[src/rtl/pooling_window_feeder.sv]
// pooling_window_feeder
// Packs a serial float32 pixel stream into KERNEL_SIZE-wide window words.
// The words are queued in a small FIFO and issued to the max-pooling kernel
// as single-cycle pulses, spaced ISSUE_GAP cycles apart.
//
// Ports:
//   clk, rst_n       clock; asynchronous active-low reset
//   in_data/valid    float32 pixel stream, row-major, feature-interleaved per row
//   in_ready         high while the window FIFO is not full
//   out_data         packed window; first (leftmost) column in the MSBs
//   out_feature_idx  feature map of the issued window
//   out_feature_row  row of the issued window
//   out_valid        one-cycle issue pulse (kernel input_valid)
//   frame_done       pulses together with the last window of a frame
//
// Optional build macro POOL_FEEDER_STATS_EN adds two saturating counters:
//   issued_cnt       number of out_valid pulses
//   stall_cnt        cycles with in_valid=1 and in_ready=0
`ifndef DATA_WIDTH
`define DATA_WIDTH 32
`endif

module pooling_window_feeder #(
  parameter int INPUT_SIZE    = 6,
  parameter int KERNEL_SIZE   = 2,
  parameter int TOTAL_FEATURE = 4,
  parameter int FIFO_DEPTH    = 4,
  parameter int ISSUE_GAP     = 3,
  localparam int DW = `DATA_WIDTH,
  localparam int FW = (TOTAL_FEATURE > 1) ? $clog2(TOTAL_FEATURE) : 1,
  localparam int RW = (INPUT_SIZE > 1) ? $clog2(INPUT_SIZE) : 1
) (
  input  logic                      clk,
  input  logic                      rst_n,
  input  logic [DW-1:0]             in_data,
  input  logic                      in_valid,
  output logic                      in_ready,
  output logic [KERNEL_SIZE*DW-1:0] out_data,
  output logic [FW-1:0]             out_feature_idx,
  output logic [RW-1:0]             out_feature_row,
  output logic                      out_valid,
  output logic                      frame_done
`ifdef POOL_FEEDER_STATS_EN
  ,
  output logic [15:0]               issued_cnt,
  output logic [15:0]               stall_cnt
`endif
);

  localparam int CW = RW;
  localparam int KW = (KERNEL_SIZE > 1) ? $clog2(KERNEL_SIZE) : 1;
  localparam int AW = $clog2(FIFO_DEPTH);
  localparam int GW = $clog2(ISSUE_GAP) + 1;
  localparam int WW = KERNEL_SIZE * DW;
  localparam int EW = WW + FW + RW + 1;

  typedef enum logic {S_IDLE, S_GAP} state_t;

  // Position counters of the next pixel to be accepted
  logic [CW-1:0] r_col;
  logic [FW-1:0] r_feat;
  logic [RW-1:0] r_row;
  logic [KW-1:0] r_kidx;

  // FIFO storage and bookkeeping
  logic [EW-1:0] r_mem [FIFO_DEPTH];
  logic [AW-1:0] r_wr_ptr, r_rd_ptr;
  logic [AW:0]   r_count;

  // Issue FSM and registered outputs
  state_t        r_state;
  logic [GW-1:0] r_gap;
  logic          r_issue;
  logic          r_head_last;
  logic [WW-1:0] r_out_data;
  logic [FW-1:0] r_out_feat;
  logic [RW-1:0] r_out_row;
  logic          r_out_valid;
  logic          r_frame_done;

  logic          w_accept, w_push, w_pop, w_last;
  logic          w_col_last, w_feat_last, w_row_last, w_k_last;
  logic [WW-1:0] w_word;
  logic [EW-1:0] w_head;

  assign in_ready    = (r_count != (AW+1)'(FIFO_DEPTH));
  assign w_accept    = in_valid && in_ready;
  assign w_col_last  = (r_col  == CW'(INPUT_SIZE - 1));
  assign w_feat_last = (r_feat == FW'(TOTAL_FEATURE - 1));
  assign w_row_last  = (r_row  == RW'(INPUT_SIZE - 1));
  assign w_k_last    = (r_kidx == KW'(KERNEL_SIZE - 1));
  assign w_last      = w_row_last && w_feat_last && w_col_last;
  assign w_push      = w_accept && w_k_last;
  assign w_pop       = (r_state == S_IDLE) && (r_count != '0);
  assign w_head      = r_mem[r_rd_ptr];

  // Earlier pixels of the current window shift towards the MSBs; the
  // closing pixel is concatenated directly so the word is complete on its
  // own accepting edge.
  generate
    if (KERNEL_SIZE > 1) begin : g_shift
      logic [(KERNEL_SIZE-1)*DW-1:0] r_shift;
      always_ff @(posedge clk or negedge rst_n) begin
        if (!rst_n) begin
          r_shift <= '0;
        end else if (w_accept) begin
          if (KERNEL_SIZE > 2)
            r_shift <= {r_shift[(KERNEL_SIZE-1)*DW-1-((KERNEL_SIZE>2)?DW:0):0], in_data};
          else
            r_shift <= in_data;
        end
      end
      assign w_word = {r_shift, in_data};
    end else begin : g_noshift
      assign w_word = in_data;
    end
  endgenerate

  always_ff @(posedge clk or negedge rst_n) begin
    if (!rst_n) begin
      r_col  <= '0;
      r_feat <= '0;
      r_row  <= '0;
      r_kidx <= '0;
    end else if (w_accept) begin
      r_kidx <= w_k_last ? '0 : r_kidx + 1'b1;
      if (w_col_last) begin
        r_col <= '0;
        if (w_feat_last) begin
          r_feat <= '0;
          r_row  <= w_row_last ? '0 : r_row + 1'b1;
        end else begin
          r_feat <= r_feat + 1'b1;
        end
      end else begin
        r_col <= r_col + 1'b1;
      end
    end
  end

  // Storage is not reset; only the pointers and count define its contents.
  always_ff @(posedge clk) begin
    if (w_push)
      r_mem[r_wr_ptr] <= {w_word, r_feat, r_row, w_last};
  end

  always_ff @(posedge clk or negedge rst_n) begin
    if (!rst_n) begin
      r_wr_ptr <= '0;
      r_rd_ptr <= '0;
      r_count  <= '0;
    end else begin
      if (w_push) r_wr_ptr <= r_wr_ptr + 1'b1;
      if (w_pop)  r_rd_ptr <= r_rd_ptr + 1'b1;
      case ({w_push, w_pop})
        2'b10:   r_count <= r_count + 1'b1;
        2'b01:   r_count <= r_count - 1'b1;
        default: r_count <= r_count;
      endcase
    end
  end

  // Pop loads the window registers; out_valid follows one cycle later so the
  // pulse is fully registered. The gap counter holds the FSM off the FIFO
  // for ISSUE_GAP-1 cycles after every pop.
  always_ff @(posedge clk or negedge rst_n) begin
    if (!rst_n) begin
      r_state      <= S_IDLE;
      r_gap        <= '0;
      r_issue      <= 1'b0;
      r_head_last  <= 1'b0;
      r_out_data   <= '0;
      r_out_feat   <= '0;
      r_out_row    <= '0;
      r_out_valid  <= 1'b0;
      r_frame_done <= 1'b0;
    end else begin
      r_issue      <= 1'b0;
      r_out_valid  <= r_issue;
      r_frame_done <= r_issue && r_head_last;
      case (r_state)
        S_IDLE: begin
          if (w_pop) begin
            r_out_data  <= w_head[EW-1 -: WW];
            r_out_feat  <= w_head[RW+1 +: FW];
            r_out_row   <= w_head[1 +: RW];
            r_head_last <= w_head[0];
            r_issue     <= 1'b1;
            r_gap       <= GW'(ISSUE_GAP - 1);
            r_state     <= S_GAP;
          end
        end
        S_GAP: begin
          if (r_gap <= GW'(1))
            r_state <= S_IDLE;
          else
            r_gap <= r_gap - 1'b1;
        end
        default: r_state <= S_IDLE;
      endcase
    end
  end

  assign out_data        = r_out_data;
  assign out_feature_idx = r_out_feat;
  assign out_feature_row = r_out_row;
  assign out_valid       = r_out_valid;
  assign frame_done      = r_frame_done;

`ifdef POOL_FEEDER_STATS_EN
  logic [15:0] r_issued_cnt, r_stall_cnt;

  // issued_cnt steps on the same edge that raises out_valid.
  always_ff @(posedge clk or negedge rst_n) begin
    if (!rst_n) begin
      r_issued_cnt <= '0;
      r_stall_cnt  <= '0;
    end else begin
      if (r_issue && r_issued_cnt != 16'hFFFF)
        r_issued_cnt <= r_issued_cnt + 1'b1;
      if (in_valid && !in_ready && r_stall_cnt != 16'hFFFF)
        r_stall_cnt <= r_stall_cnt + 1'b1;
    end
  end

  assign issued_cnt = r_issued_cnt;
  assign stall_cnt  = r_stall_cnt;
`endif

endmodule

[config.mk]
export PLATFORM = sky130hd
export DESIGN_NAME = pooling_window_feeder
export DESIGN_NICKNAME = d
export VERILOG_FILES = /design/src/rtl/pooling_window_feeder.sv
export SDC_FILE = /design/constraint.sdc
export NUM_CORES = 1
export LEC_CHECK = 0
export CAP_MARGIN = 30
export CORE_MARGIN = 2
export CORE_UTILIZATION = 45
export CTS_BUF_LIST = sky130_fd_sc_hd__clkbuf_8
export CTS_CLUSTER_SIZE = 20
export DETAILED_ROUTE_END_ITERATION = 16
export SETUP_SLACK_MARGIN = 0.05
export SLEW_MARGIN = 20
export SYNTH_ARGS = -nofsm -noshare
export SYNTH_HDL_FRONTEND = slang
export SYNTH_SLANG_ARGS = --single-unit
[constraint.sdc]
create_clock -name clk -period 6.2 [get_ports clk]
set_input_delay 1.55 -clock clk [delete_from_list [all_inputs] [get_ports clk]]
set_output_delay 1.55 -clock clk [all_outputs]
set_load 0.03 [all_outputs]
==> Word-level counts from Yosys, hierarchy flattened <==
Memory sizes are Yosys's and may differ from the RTL's. A register that Yosys moved wholly into a read port is not among the register bits.
Index checks and enable logic that the tools add are counted.
{ "classes": {"n_bitwise": 1, "n_eq_ne": 8, "shift": 0, "div": 0, "magnitude_cmp": 1, "n_mux": 14, "reduce_logical": 13, "mul": 0, "add_sub_neg": 9} }
{ "ops": {"columns": ["op", "count"], "rows": [
  ["3-bit 2-to-1 mux", 4],
  ["3-bit case mux with 2 select lines", 2],
  ["3-bit by 1-bit adder with 3-bit output, second input constant", 3],
  ["2-bit by 1-bit adder with 2-bit output, second input constant", 3],
  ["3-bit equality test, second input constant", 2],
  ["1-bit logical AND", 6],
  ["1-bit 2-to-1 mux", 6],
  ["2-bit AND reduction", 3],
  ["3-bit by 1-bit subtractor with 3-bit output, second input constant", 2],
  ["2-bit equality test, second input constant", 2],
  ["2-bit != test, second input constant", 2],
  ["3-bit by 1-bit <= comparator with 1-bit output, second input constant", 1],
  ["3-bit != test, second input constant", 1],
  ["3-bit AND reduction", 1],
  ["3-bit nonzero test", 1],
  ["2-bit by 1-bit equality test with 1-bit output, second input constant", 1],
  ["2-bit 2-to-1 mux", 1],
  ["1-bit case mux with 2 select lines", 1],
  ["2-bit nonzero test", 1],
  ["1-bit adder, second input constant", 1],
  ["1-bit logical NOT", 1],
  ["1-bit NOT", 1]
]} }
{ "totals": {"output_inout_bits": 72, "rom_bits": 0, "regBits": 55, "inputBits": 35, "ramBits": 280, "n_memories": 1, "latch_bits": 0} }
{ "mem_list": {"columns": ["name", "depth", "width", "rd", "rd_clocked_by_memory_dff", "wr", "line", "source"], "rows": [
  ["r_mem", 4, 70, 1, 1, 1, "66", "logic [EW-1:0] r_mem [FIFO_DEPTH];"]
]} }

==> Logic depth before layout (Yosys ltp) <==
{ "logic_depth": {"word_depth": 5, "depth_mapped": 9} }

==> Worst setup path after synthesis <==
Ideal clock, no wire load.
{ "synth_timing": {"path_type": "input port to flip-flop", "startpoint": "input in_valid", "endpoint": "memory r_mem[0][0] (netlist name) (enable)", "required_ps": 5764, "path_buffers": 0, "cell_stages": 2, "t_arrival_ps": 3386, "path_slack_ps": 2378, "path_cell_list": "and2_1 -> and3_1"} }
{ "synth_via": {"elab_chain_len": 4} }
{ "synth_lines": {"columns": ["item", "line", "source"], "rows": [
  ["start: declaration", "36", "input logic in_valid,"],
  ["1-bit logical AND", "87", "assign w_accept = in_valid && in_ready;"],
  ["1-bit logical AND", "93", "assign w_push = w_accept && w_k_last;"],
  ["1-bit 2-to-1 mux", "143", "if (w_push)"],
  ["1-bit 2-to-1 mux (not written as such)", "144", "r_mem[r_wr_ptr] <= {w_word, r_feat, r_row, w_last};"],
  ["end: declaration", "66", null]
]} }
Every way passes these cells.

==> Worst setup path in the final report <==
{ "layout_timing": {"startpoint": "register r_count[1]", "endpoint": "output in_ready"} }
{ "layout_via": {"elab_chain_len": 1} }
{ "layout_lines": {"columns": ["item", "line", "source"], "rows": [
  ["start: declaration", "68", "logic [AW:0] r_count;"],
  ["start signal: assignment", "156", "2'b10: r_count <= r_count + 1'b1;"],
  ["start signal: assignment", "157", "2'b01: r_count <= r_count - 1'b1;"],
  ["start signal: assignment", "158", "default: r_count <= r_count;"],
  ["3-bit != test", "86", "assign in_ready = (r_count != (AW+1)'(FIFO_DEPTH));"],
  ["end: declaration", "37", "output logic in_ready,"]
]} }
Every way passes these cells.

==> flow_metrics.env <==
export IMPL_cts_num_sinks=405
export IMPL_diodes=0
export IMPL_pin_count=107
export IMPL_clkTransAtPathRegs_ns=0.06
export IMPL_synth_cells=674
export IMPL_grt_max_degree=85
export IMPL_synth_area_leader_cell="edfxtp_1"
export IMPL_viasPerCell=5.10
export IMPL_clock_skew_ns=0.0159
export IMPL_hp_class="reg2reg"
export IMPL_dr_total_vias=6808
export IMPL_yosysWarnings=0
export IMPL_routed_wl_um=26900
export IMPL_num_rows=67
export IMPL_ys_types=33
export IMPL_cts_buffer_depth=3
export IMPL_p_sw_share_pct=30.9
export IMPL_drc=0
export IMPL_status="finished, final reports clean"
export IMPL_cts_setup_buffers=0
export IMPL_grt_pass1_wl_um=42600
export IMPL_p_comb_share_pct=33.1
export IMPL_async_reset_ff_share_pct=30.9
export IMPL_drt_wirelength_per_cell_um=20.2
export IMPL_worst_path_max_fanout=8
export IMPL_maxCapViolCount=0
export IMPL_leakage_uw=0.00671
export IMPL_hold_viol_final=0
export IMPL_syn_area_um2=15400
export IMPL_grt_total_usage_pct=15.5
export IMPL_synth_edf_count=280
export IMPL_drv_slew=0
export IMPL_num_fill_cells=2616
export IMPL_drive_gt1_share_pct=32.4
export IMPL_min_period_ns=3.77
export IMPL_max_freq_mhz=265
export IMPL_core_um2=33500
export IMPL_syn_area_per_cell_um2=22.8
export IMPL_holdWs_ns=0.379
export IMPL_crit_path_end_kind="output port"
export IMPL_instances_no_fill=1334
export IMPL_worstSkewPairLatency_ns=0.57
export IMPL_yosysTopAreaCellShare_pct=54.8
export IMPL_cp_arrival_ns=2.22
export IMPL_cp_required_ns=4.65
export IMPL_fin_tns_setup_ns=0
export IMPL_power_density_nw_per_um2=520
export IMPL_p_int_uw=6540
export IMPL_cts_root_buf="clkbuf_8"
export IMPL_setup_viol=0
export IMPL_first_global_vias=7632
export IMPL_final_common_cell="edfxtp_1"
export IMPL_power_share_clock_pct=23.0
export IMPL_sequentialPowerShare_pct=43.9
export IMPL_synth_ff_type="edfxtp_1"
export IMPL_syn_to_final_growth_pct=18.6
export IMPL_synth_nets=717
export IMPL_synth_area_leaders="edfxtp_1 55%, dfrtp_1 20%, mux4_2 10%"
export IMPL_htreeDepth=3
export IMPL_relSlewSlack_pct=50.4
export IMPL_cts_tree="built"
export IMPL_numCtsBuffers=68
export IMPL_dr_first_iter_drc_count=428
export IMPL_criticalPathCategory="reg2out"
export IMPL_dp_cells=1209
export IMPL_antenna_left=0
export IMPL_drt_first_pass_iters=4
export IMPL_gp_congestion=0.698
export IMPL_worstMarginPinSlew_ns=0.744
export IMPL_io_buffers=106
export IMPL_cts_resized_gates=0
export IMPL_post_dp_hpwl_um=15500
export IMPL_startpoint_type="register"
export IMPL_initial_core_util_pct=45.8
export IMPL_p_switching_uw=2920
export IMPL_synth_seq_area_share_pct=75.1
export IMPL_overflow=0
export IMPL_die_x_um=189
export IMPL_hold_buffers=0
export IMPL_die_y_um=189
export IMPL_layout_nets=875
export IMPL_ys_seq_elements=405
export IMPL_final_cell_mix="280 x edfxtp_1, 123 x dfrtp_1, 105 x clkdlybuf4s50_1, 82 x mux2_4, 80 x clkbuf_8"
export IMPL_dieArea_um2=35600
export IMPL_antenna_found_initial=1
export IMPL_period_share_pct=60.8
export IMPL_rsz0062_at_grt="false"
export IMPL_ir_drop_mv=0.360
-- cell type report --
| class | count | area (um2) | area share [%] |
|---|---|---|---|
| inverters | 8 | 30.0 | 0.165 |
| repair buffers | 116 | 1220 | 6.70 |
| multi-input cells | 233 | 3570 | 19.6 |
| well taps | 448 | 561 | 3.08 |
| clock inverters | 44 | 188 | 1.03 |
| flip-flops and latches | 405 | 11500 | 63.4 |
| clock buffers | 80 | 1100 | 6.05 |
-- stage by stage --
| stage | total power [uW] | cell area [um2] | utilization [%] | setup WS, ns |
|---|---|---|---|---|
| floorplan | 6410 | 15400 | - | 2.38 |
| global placement | 7270 | 16800 | 50.1 | 2.34 |
| detailed placement | 7400 | 16900 | 50.4 | 2.38 |
| CTS | 9620 | 18200 | 54.2 | 2.39 |
| global route | 9960 | 18200 | 54.3 | 2.35 |
| finish | 9460 | 18200 | 54.3 | 2.43 |
-- state kept, by name, summed over array words and instances, names as in the netlist, 3 cells and up --
| name | count |
|---|---|
| r_gap | 3 |
| r_col | 3 |
| r_row | 3 |
| out_data | 64 |
| g_shift.r_shift | 32 |
| out_feature_row | 3 |
| r_mem | 280 |
| r_count | 3 |
-- power by group through the flow --
| stage | logic [uW] | clock network [uW] | registers, uW |
|---|---|---|---|
| floorplan | 1940 | 0 | 4480 |
| global placement | 3050 | 0 | 4220 |
| detailed placement | 3180 | 0 | 4220 |
| CTS | 3200 | 2250 | 4170 |
| global route | 3320 | 2380 | 4260 |
| finish | 3130 | 2180 | 4150 |
-- critical path: stages (launching register included) --
cell and delay (ns):
dfrtp_1 0.42, or3b_1 0.58, clkdlybuf4s50_1 0.67
-- path summary, 6_finish.rpt --
path | depth (start not counted) | slack [ns] | from | endpoint
worst max-delay path | 2 | 2.43 | r_count[1] | in_ready
worst min-delay path | 0 | 0.38 | r_issue | out_valid
worst max register to register | 3 | 3.52 | r_rd_ptr[0] | out_data[58]
worst min register to register | 0 | 0.38 | r_issue | out_valid
max in group asynchronous | 2 | 4.30 | rst_n | r_rd_ptr[1]
min in group asynchronous | 1 | 0.93 | rst_n | out_data[21]
-- cell families (layout without fill, tap and decap cells) --
group	after synthesis	in the layout	synth area share, %
flip-flops	405	405	75.1
multiplexers	181	181	20.4
AO/OA/AOI/OAI	5	5	0.212
XOR/XNOR	9	9	0.513
buffers and inverters	36	248	1.83
adder cells (fa/ha/maj)	8	8	0.701
AND/OR/NAND/NOR	30	30	1.23
-- Yosys cell counts (5+ instances only) --
cell type / number
inv_1: 8
buf_4: 6
ha_1: 7
clkbuf_1: 5
buf_2: 5
mux4_2: 70
nor2_1: 5
dfrtp_1: 125
mux2_2: 27
xnor2_1: 5
edfxtp_1: 280
mux2_4: 82
buf_6: 9
-- layer usage --
metal / track usage [%] / wire [um] / up-vias
met4: 4.99 / 365 / 2
met3: 3.33 / 1230 / 34
met2: 25.5 / 13400 / 170
met5: 0 / 11 / -
li1: - / - / 3017
met1: 20.8 / 11900 / 3585
(Power assumes the default switching activity.)
